<file path="src/rtl/fifo_pkg.sv">
// Shared sizing helpers and parameter-legality rules for the programmable synchronous FIFO.
package fifo_pkg;

    function automatic int ptr_w(input int depth);
        return $clog2(depth);
    endfunction

    // The count must reach DEPTH itself, so it needs one bit more than a pointer.
    function automatic int cnt_w(input int depth);
        return $clog2(depth) + 1;
    endfunction

    function automatic bit params_ok(input int data_w, input int depth,
                                     input int af_level, input int ae_level);
        bit ok;
        ok = 1'b1;
        if (data_w < 1) ok = 1'b0;
        if (depth < 4 || (depth & (depth - 1)) != 0) ok = 1'b0;
        if (af_level < 1 || af_level > depth - 1) ok = 1'b0;
        if (ae_level < 0 || ae_level > depth - 2 || ae_level >= af_level) ok = 1'b0;
        return ok;
    endfunction

endpackage

</file>
<file path="src/rtl/fifo_ram.sv">
// Simple dual-port storage: one write port, one read port that is either registered or asynchronous.
module fifo_ram
    import fifo_pkg::*;
#(
    parameter int DATA_W = 128,
    parameter int DEPTH  = 16,
    parameter int REG_RD = 1
) (
    input  logic                      clk,
    input  logic                      reset,
    input  logic                      i_we,
    input  logic [ptr_w(DEPTH)-1:0]   i_waddr,
    input  logic [DATA_W-1:0]         i_wdata,
    input  logic                      i_re,
    input  logic [ptr_w(DEPTH)-1:0]   i_raddr,
    output logic [DATA_W-1:0]         o_rdata
);

    logic [DATA_W-1:0] mem_q [DEPTH];
    logic [DATA_W-1:0] rdata_q;
    logic [DATA_W-1:0] rdata_d;

    // Storage is deliberately not reset; only the read register is.
    always_ff @(posedge clk) begin
        if (i_we) begin
            mem_q[i_waddr] <= i_wdata;
        end
    end

    always_comb begin
        rdata_d = rdata_q;
        if (i_re) begin
            rdata_d = mem_q[i_raddr];
        end
    end

    always_ff @(posedge clk) begin
        if (reset) begin
            rdata_q <= '0;
        end else begin
            rdata_q <= rdata_d;
        end
    end

    assign o_rdata = (REG_RD != 0) ? rdata_q : mem_q[i_raddr];

endmodule

</file>
<file path="src/rtl/fifo_sync_prog.sv">
// Parametrised single-clock FIFO with programmable almost levels, standard/FWFT read and sticky errors.
module fifo_sync_prog
    import fifo_pkg::*;
#(
    parameter int DATA_W   = 128,
    parameter int DEPTH    = 16,
    parameter int AF_LEVEL = 12,
    parameter int AE_LEVEL = 2,
    parameter int FWFT     = 0
) (
    input  logic                   clk,
    input  logic                   reset,
    input  logic                   i_wren,
    input  logic [DATA_W-1:0]      i_wrdata,
    input  logic                   i_rden,
    input  logic                   i_clr_err,
    output logic [DATA_W-1:0]      o_rddata,
    output logic                   o_rd_valid,
    output logic                   o_full,
    output logic                   o_empty,
    output logic                   o_alm_full,
    output logic                   o_alm_empty,
    output logic [$clog2(DEPTH):0] o_count,
    output logic                   o_overflow,
    output logic                   o_underflow
);

    localparam int PTR_W = ptr_w(DEPTH);
    localparam int CNT_W = cnt_w(DEPTH);

    if (!params_ok(DATA_W, DEPTH, AF_LEVEL, AE_LEVEL)) begin : g_param_err
        $error("fifo_sync_prog: illegal DATA_W/DEPTH/AF_LEVEL/AE_LEVEL combination");
    end

    logic [PTR_W-1:0] wr_ptr_q, wr_ptr_d, rd_ptr_q, rd_ptr_d;
    logic [CNT_W-1:0] count_q, count_d;
    logic full_q, full_d, empty_q, empty_d;
    logic alm_full_q, alm_full_d, alm_empty_q, alm_empty_d;
    logic ovf_q, ovf_d, unf_q, unf_d;
    logic rd_valid_q, rd_valid_d;
    logic wr_acc, rd_acc;
    logic [DATA_W-1:0] ram_rdata;

    always_comb begin
        wr_acc   = i_wren && !full_q;
        rd_acc   = i_rden && !empty_q;
        wr_ptr_d = wr_ptr_q + PTR_W'(wr_acc);
        rd_ptr_d = rd_ptr_q + PTR_W'(rd_acc);
        count_d  = count_q;
        if (wr_acc && !rd_acc) begin
            count_d = count_q + CNT_W'(1);
        end else if (rd_acc && !wr_acc) begin
            count_d = count_q - CNT_W'(1);
        end
        // Flags are computed from the post-edge count so they line up with o_count.
        full_d      = (count_d == CNT_W'(DEPTH));
        empty_d     = (count_d == '0);
        alm_full_d  = (count_d >= CNT_W'(AF_LEVEL));
        alm_empty_d = (count_d <= CNT_W'(AE_LEVEL));
        rd_valid_d  = rd_acc;
        // A new error in the same cycle as a clear keeps the flag set.
        ovf_d = (i_wren && full_q)  ? 1'b1 : (i_clr_err ? 1'b0 : ovf_q);
        unf_d = (i_rden && empty_q) ? 1'b1 : (i_clr_err ? 1'b0 : unf_q);
    end

    always_ff @(posedge clk) begin
        if (reset) begin
            wr_ptr_q    <= '0;
            rd_ptr_q    <= '0;
            count_q     <= '0;
            full_q      <= 1'b0;
            empty_q     <= 1'b1;
            alm_full_q  <= 1'b0;
            alm_empty_q <= 1'b1;
            ovf_q       <= 1'b0;
            unf_q       <= 1'b0;
            rd_valid_q  <= 1'b0;
        end else begin
            wr_ptr_q    <= wr_ptr_d;
            rd_ptr_q    <= rd_ptr_d;
            count_q     <= count_d;
            full_q      <= full_d;
            empty_q     <= empty_d;
            alm_full_q  <= alm_full_d;
            alm_empty_q <= alm_empty_d;
            ovf_q       <= ovf_d;
            unf_q       <= unf_d;
            rd_valid_q  <= rd_valid_d;
        end
    end

    fifo_ram #(
        .DATA_W (DATA_W),
        .DEPTH  (DEPTH),
        .REG_RD ((FWFT == 0) ? 1 : 0)
    ) u_ram (
        .clk     (clk),
        .reset   (reset),
        .i_we    (wr_acc),
        .i_waddr (wr_ptr_q),
        .i_wdata (i_wrdata),
        .i_re    (rd_acc),
        .i_raddr (rd_ptr_q),
        .o_rdata (ram_rdata)
    );

    // In FWFT mode the head slot is masked while empty so stale or unwritten storage never shows.
    assign o_rddata    = (FWFT != 0) ? (empty_q ? '0 : ram_rdata) : ram_rdata;
    assign o_rd_valid  = (FWFT != 0) ? !empty_q : rd_valid_q;
    assign o_full      = full_q;
    assign o_empty     = empty_q;
    assign o_alm_full  = alm_full_q;
    assign o_alm_empty = alm_empty_q;
    assign o_count     = count_q;
    assign o_overflow  = ovf_q;
    assign o_underflow = unf_q;

endmodule

</file>
<file path="config.mk">
export PLATFORM = sky130hd
export DESIGN_NAME = fifo_sync_prog
export DESIGN_NICKNAME = d
export VERILOG_FILES = /design/src/rtl/fifo_pkg.sv /design/src/rtl/fifo_ram.sv /design/src/rtl/fifo_sync_prog.sv
export SDC_FILE = /design/constraint.sdc
export NUM_CORES = 2
export LEC_CHECK = 0
export CAP_MARGIN = 10
export CORE_ASPECT_RATIO = 1.75
export CORE_MARGIN = 2
export CORE_UTILIZATION = 55
export DETAILED_ROUTE_END_ITERATION = 8
export PLACE_DENSITY = 0.73
export REMOVE_ABC_BUFFERS = 1
export SYNTH_ARGS = -nofsm -noshare
export SYNTH_HDL_FRONTEND = slang
export SYNTH_HIERARCHICAL = 1
export SYNTH_SLANG_ARGS = --single-unit
</file>
<file path="constraint.sdc">
create_clock -name clk -period 13.8 [get_ports clk]
set_input_delay 2.07 -clock clk [delete_from_list [all_inputs] [get_ports clk]]
set_output_delay 2.07 -clock clk [all_outputs]
set_load 0.005 [all_outputs]
</file>
* Word level (Yosys, flattened, before mapping)
Memories as Yosys holds them, arrays and structs flattened. A register that Yosys moved wholly into a read port is not among the register bits.
Cells that the tools add are included.
** Word-level totals
- Register bits after elaboration :: 20
- Bits in latches :: 0
- Bits in writable memories :: 2048
- ROM bits :: 0
- Bits of input ports :: 133
- Memories kept :: 1
** Memories
- u_ram.mem_q :: depth 16, width 128, read ports 1, clocked after memory_dff 1, wr ports 1, RTL line fifo_ram.sv:19 : logic [DATA_W-1:0] mem_q [DEPTH];
** Operators by class
- Add/subtract/negate cells :: 4
- Multiply operators :: 0
- Divide/modulo/power cells :: 0
- Order comparisons :: 2
- Eq/ne operators :: 1
- Shift operators :: 0
- Multiplexer cells :: 7
- Bitwise logic cells :: 0
- Reduce and logical (&&, ||, !) cells :: 13
** Operators with widths (count)
- $mux W5 :: 2
- $add A4 B1 Y4 :: 2
- $logic_and A1 B1 Y1 :: 6
- $add A5 B1 Y5 const B :: 1
- $eq A5 B5 Y1 const B :: 1
- $ge A5 B4 Y1 const B :: 1
- $le A5 B2 Y1 const B :: 1
- $logic_not A5 Y1 :: 1
- $mux W1 :: 5
- $sub A5 B1 Y5 const B :: 1
- $logic_not A1 Y1 :: 4
- $reduce_bool A2 Y1 :: 2

* Logic depth before layout (Yosys ltp)
- Word-level depth :: 7
- Gate-level depth with buffers :: 9
- Depth with buffers taken out :: 7

* Cells and area by module
Netlist, hierarchy kept.
** Modules (own cells, without submodules)
- fifo_ram :: times used 1, cells each 4338, area an instance 82754.4 µm²
- fifo_sync_prog :: times used 1, cells each 97, area an instance 930.9 µm²

* Worst setup path after synthesis
OpenSTA, ideal clock, no wires.
- Kind :: input port to flip-flop
- Start :: input i_wren
- End :: memory u_ram.mem_q[0][0] (enable)
- Library setup time :: 0.772 ns
- Arrival time :: 11.358 ns
- Data required time :: 13.028 ns
- Path slack :: 1.670 ns
- Cell stages on the path :: 4
- Buffers on the path :: 0
- Cell sequence :: nand2b_4 inv_4 or3b_2 nor3_1
** On the way
- Cells in the longest elaborated chain, start to end :: 3
** RTL lines
- from (decl) :: RTL line fifo_sync_prog.sv:13 : input logic i_wren,
- $logic_and A1 B1 Y1 :: RTL line fifo_sync_prog.sv:45 : wr_acc = i_wren && !full_q;
- net wr_acc :: RTL line fifo_sync_prog.sv:41 : logic wr_acc, rd_acc;
- $mux W1 :: RTL line fifo_ram.sv:25 : if (i_we) begin
- $mux W1 (implied by the code) :: RTL line fifo_ram.sv:26 : mem_q[i_waddr] <= i_wdata;
- to (decl) :: RTL line fifo_ram.sv:19
The timed path passes the listed nets, and every way through them passes these cells.

* Final worst setup path
- Start :: input i_wren
- End :: memory u_ram.mem_q[0][33] (enable)
Same word-level chain as after synthesis.

==> reports/qor.yml <==
synth_area_um2: 83690
met1_usage_pct: 31.03
dieHeight_um: 520.0
fin_ws_ns: 8.830
p_leak_nw: 29.25
worst_slew_pin_slew_ns: 1.249
synth_cells: 4435
die_area_um2: 155400
drt_iter0_drc: 3769
seq_area_frac_synth_pct: 77.03
cts_buffers: 185
yosys-top-cells-area: "edfxtp_1 (73%), mux2i_1 (7.9%), mux4_2 (5.1%)"
fmax_mhz: 201.2
antenna_found_initial: 29
synth_ff_type: "edfxtp_1"
maxSlewViolCount: 0
syn_area_per_cell_um2: 18.87
p_comb_share_pct: 9.5
worstPathMaxFanout: 53
grtUsageMet2_pct: 42.36
async_flop_share_pct: 0
cp.required_ns: 14.23
finish.instance_area_um2: 94510
drcViolationCount: 0
place_area_um2: 88230
cts_sinks: 2196
start_util_pct: 55.29
setup_tns_ns: 0
wl_um: 188600
power.internal_mw: 10.98
cts_resized: 0
antenna_left: 0
postCtsSetupRepairBufs: 0
nets: 4874
nFillCells: 10530
grt_busiest_layer: "met2"
synth_common_cells: "edfxtp_1 (2048), mux2i_1 (660), nand2_1 (272), nand3_1 (237), mux4_2 (190)"
path_class: "in -> reg"
clockBufferDepth: 3
period_share_pct: 36.01
reg2reg_depth: 7
layout_min_cycle_time_ns: 4.970
holdWs_ns: 0.4601
switching_share_pct: 22.65
utilization_pct: 62.44
dr_total_vias: 42080
hold_path_depth: 2
hold_path_class: "reg -> reg"
yosys_warnings: 6
slew-limit-headroom_pct: 16.72
ios: 273
fin_skew_ns: 0.03193
synth_enable_flop_cells: 2048
post_drt_wl_per_cell_um: 27.28
clk_pin_slew_worst_paths_ns: 0.06
grt_pass1_vias: 42890
rows: 189
grt_overflow: 0
p_sw_mw: 3.214
critPathLaunchType: "primary input"
clockRootBuffer: "clkbuf_16"
use_met3_pct: 4.662
stdcell_count: 6913
setup-violations-final: 0
insertion_delay_ns: 0.81
placed_cells: 6553
gp_congestion: 0.7601
grtUsageTotal_pct: 24.24
power_density_nw_per_um2: 150.2
synth-seq-cells: 2196
grt_max_degree: 135
synth.most_common_cell: "edfxtp_1"
cts_tree: "built"
clockPowerShare_pct: 37.3
drive_gt1_share_pct: 13.17
hpwl_um: 98150
hold_violations: 0
core_area_um2: 151300
cp.arrival_ns: 5.40
area_growth_pct: 12.93
status: "finished clean"
peakVddDrop_mv: 0.1388
power_mw: 14.19
pwr-share-seq_pct: 53.2
io_buffers: 272
pre_cts_slack_ns: 8.028
holdBufCountCts: 0
yosys.cell_types.count: 52
yosysTopAreaCellShare_pct: 73.49
rsz0062_at_grt: "no"
viasPerCell: 6.087
maxCapViolCount: 0
die_x_um: 298.9
htree_levels: 4
endpoint_kind: "flip-flop"
drt-pass1-iter-count: 7
yosys.area.top_type: "edfxtp_1"
grt_pass1_wl_um: 278400
-- cells in the final DEF (no fill, tap or decap), drive strengths merged, types with 2 or more instances in the layout --
cell,Yosys,routed
edfxtp,2048,2048
mux2i,660,660
nand2,272,272
clkdlybuf4s50,0,271
clkbuf,63,248
nand3,237,237
mux4,208,208
a22oi,166,166
dfxtp,148,148
a21oi,143,143
buf,187,92
nor2,81,81
clkinv,0,69
nor3,58,58
nand2b,56,56
a32o,52,52
bufinv,0,16
inv,6,16
diode,0,9
nor2b,9,9
clkinvlp,0,8
ha,6,6
nand3b,5,5
xnor2,4,4
or3,3,3
and2,3,3
a211oi,2,2
xor2,2,2
o21ai,2,2
or3b,2,2
-- worst paths after layout --
check / start / slack (ns) / endpoint
max: i_wren / 8.83 / u_ram/mem_q[0][33]$_DFFE_PP_
min: u_ram/o_rdata[27]$_SDFFE_PP0P_ / 0.46 / u_ram/o_rdata[27]$_SDFFE_PP0P_
max reg2reg: rd_ptr_q[0]$_SDFF_PP0_ / 9.44 / u_ram/o_rdata[81]$_SDFFE_PP0P_
min reg2reg: u_ram/o_rdata[27]$_SDFFE_PP0P_ / 0.46 / u_ram/o_rdata[27]$_SDFFE_PP0P_
-- final cells by class --
type | instances | area [um^2] | share of cell area [%]
clock inverters | 103 | 1174 | 1.242
flip-flops and latches | 2196 | 64470 | 68.22
clock buffers | 248 | 5077 | 5.373
well taps | 2005 | 2509 | 2.655
repair buffers | 363 | 3466 | 3.667
inverters | 6 | 25.02 | 0.02648
diodes | 9 | 22.52 | 0.02383
multi-input cells | 1983 | 17760 | 18.79
-- worst max-delay path, cell delays in order --
cell             delay [ns]
clkdlybuf4s50_1        0.55
nand2b_4               0.10
inv_4                  0.13
or3b_2                 0.58
nor3_2                 0.19
buf_4                  0.74
buf_4                  0.92
-- power by group through the flow --
stage / registers (mW) / clock network [mW] / logic, mW
2_1_floorplan: 7.85 / 0 / 1.75
3_3_place_gp: 7.69 / 0 / 1.34
3_5_place_dp: 7.70 / 0 / 1.36
4_1_cts: 7.55 / 5.37 / 1.37
5_1_grt: 7.56 / 5.61 / 1.45
6_report: 7.55 / 5.29 / 1.35
-- cell families (layout without fill, tap and decap cells) --
logic type      count (synthesis)  count (layout)  share of synthesized area, %
flops                        2196            2196                         77.03
fa+ha+maj                       6               6                       0.08971
xor+xnor                        6               6                       0.06279
simple gates                  732             732                         4.251
mux                           868             868                         13.57
other cells                     0               9                             0
buf+inv                       256             720                         1.930
compound gates                371             371                         3.065
-- registers in the layout, summed over array words and instances (netlist names), 4 cells and up --
register       flops
o_count            5
wr_ptr_q           4
rd_ptr_q           4
u_ram/mem_q     2048
u_ram/o_rdata    128
-- per-layer routing --
metal | part of all wire [%] | vias to the layer above
met1 | 39 | 21930
met3 | 6.9 | 308
met4 | 2.4 | 30
met5 | 0.11 | -
met2 | 52 | 1520
li1 | - | 18290
No activity file was read; power rests on OpenSTA's default activity.
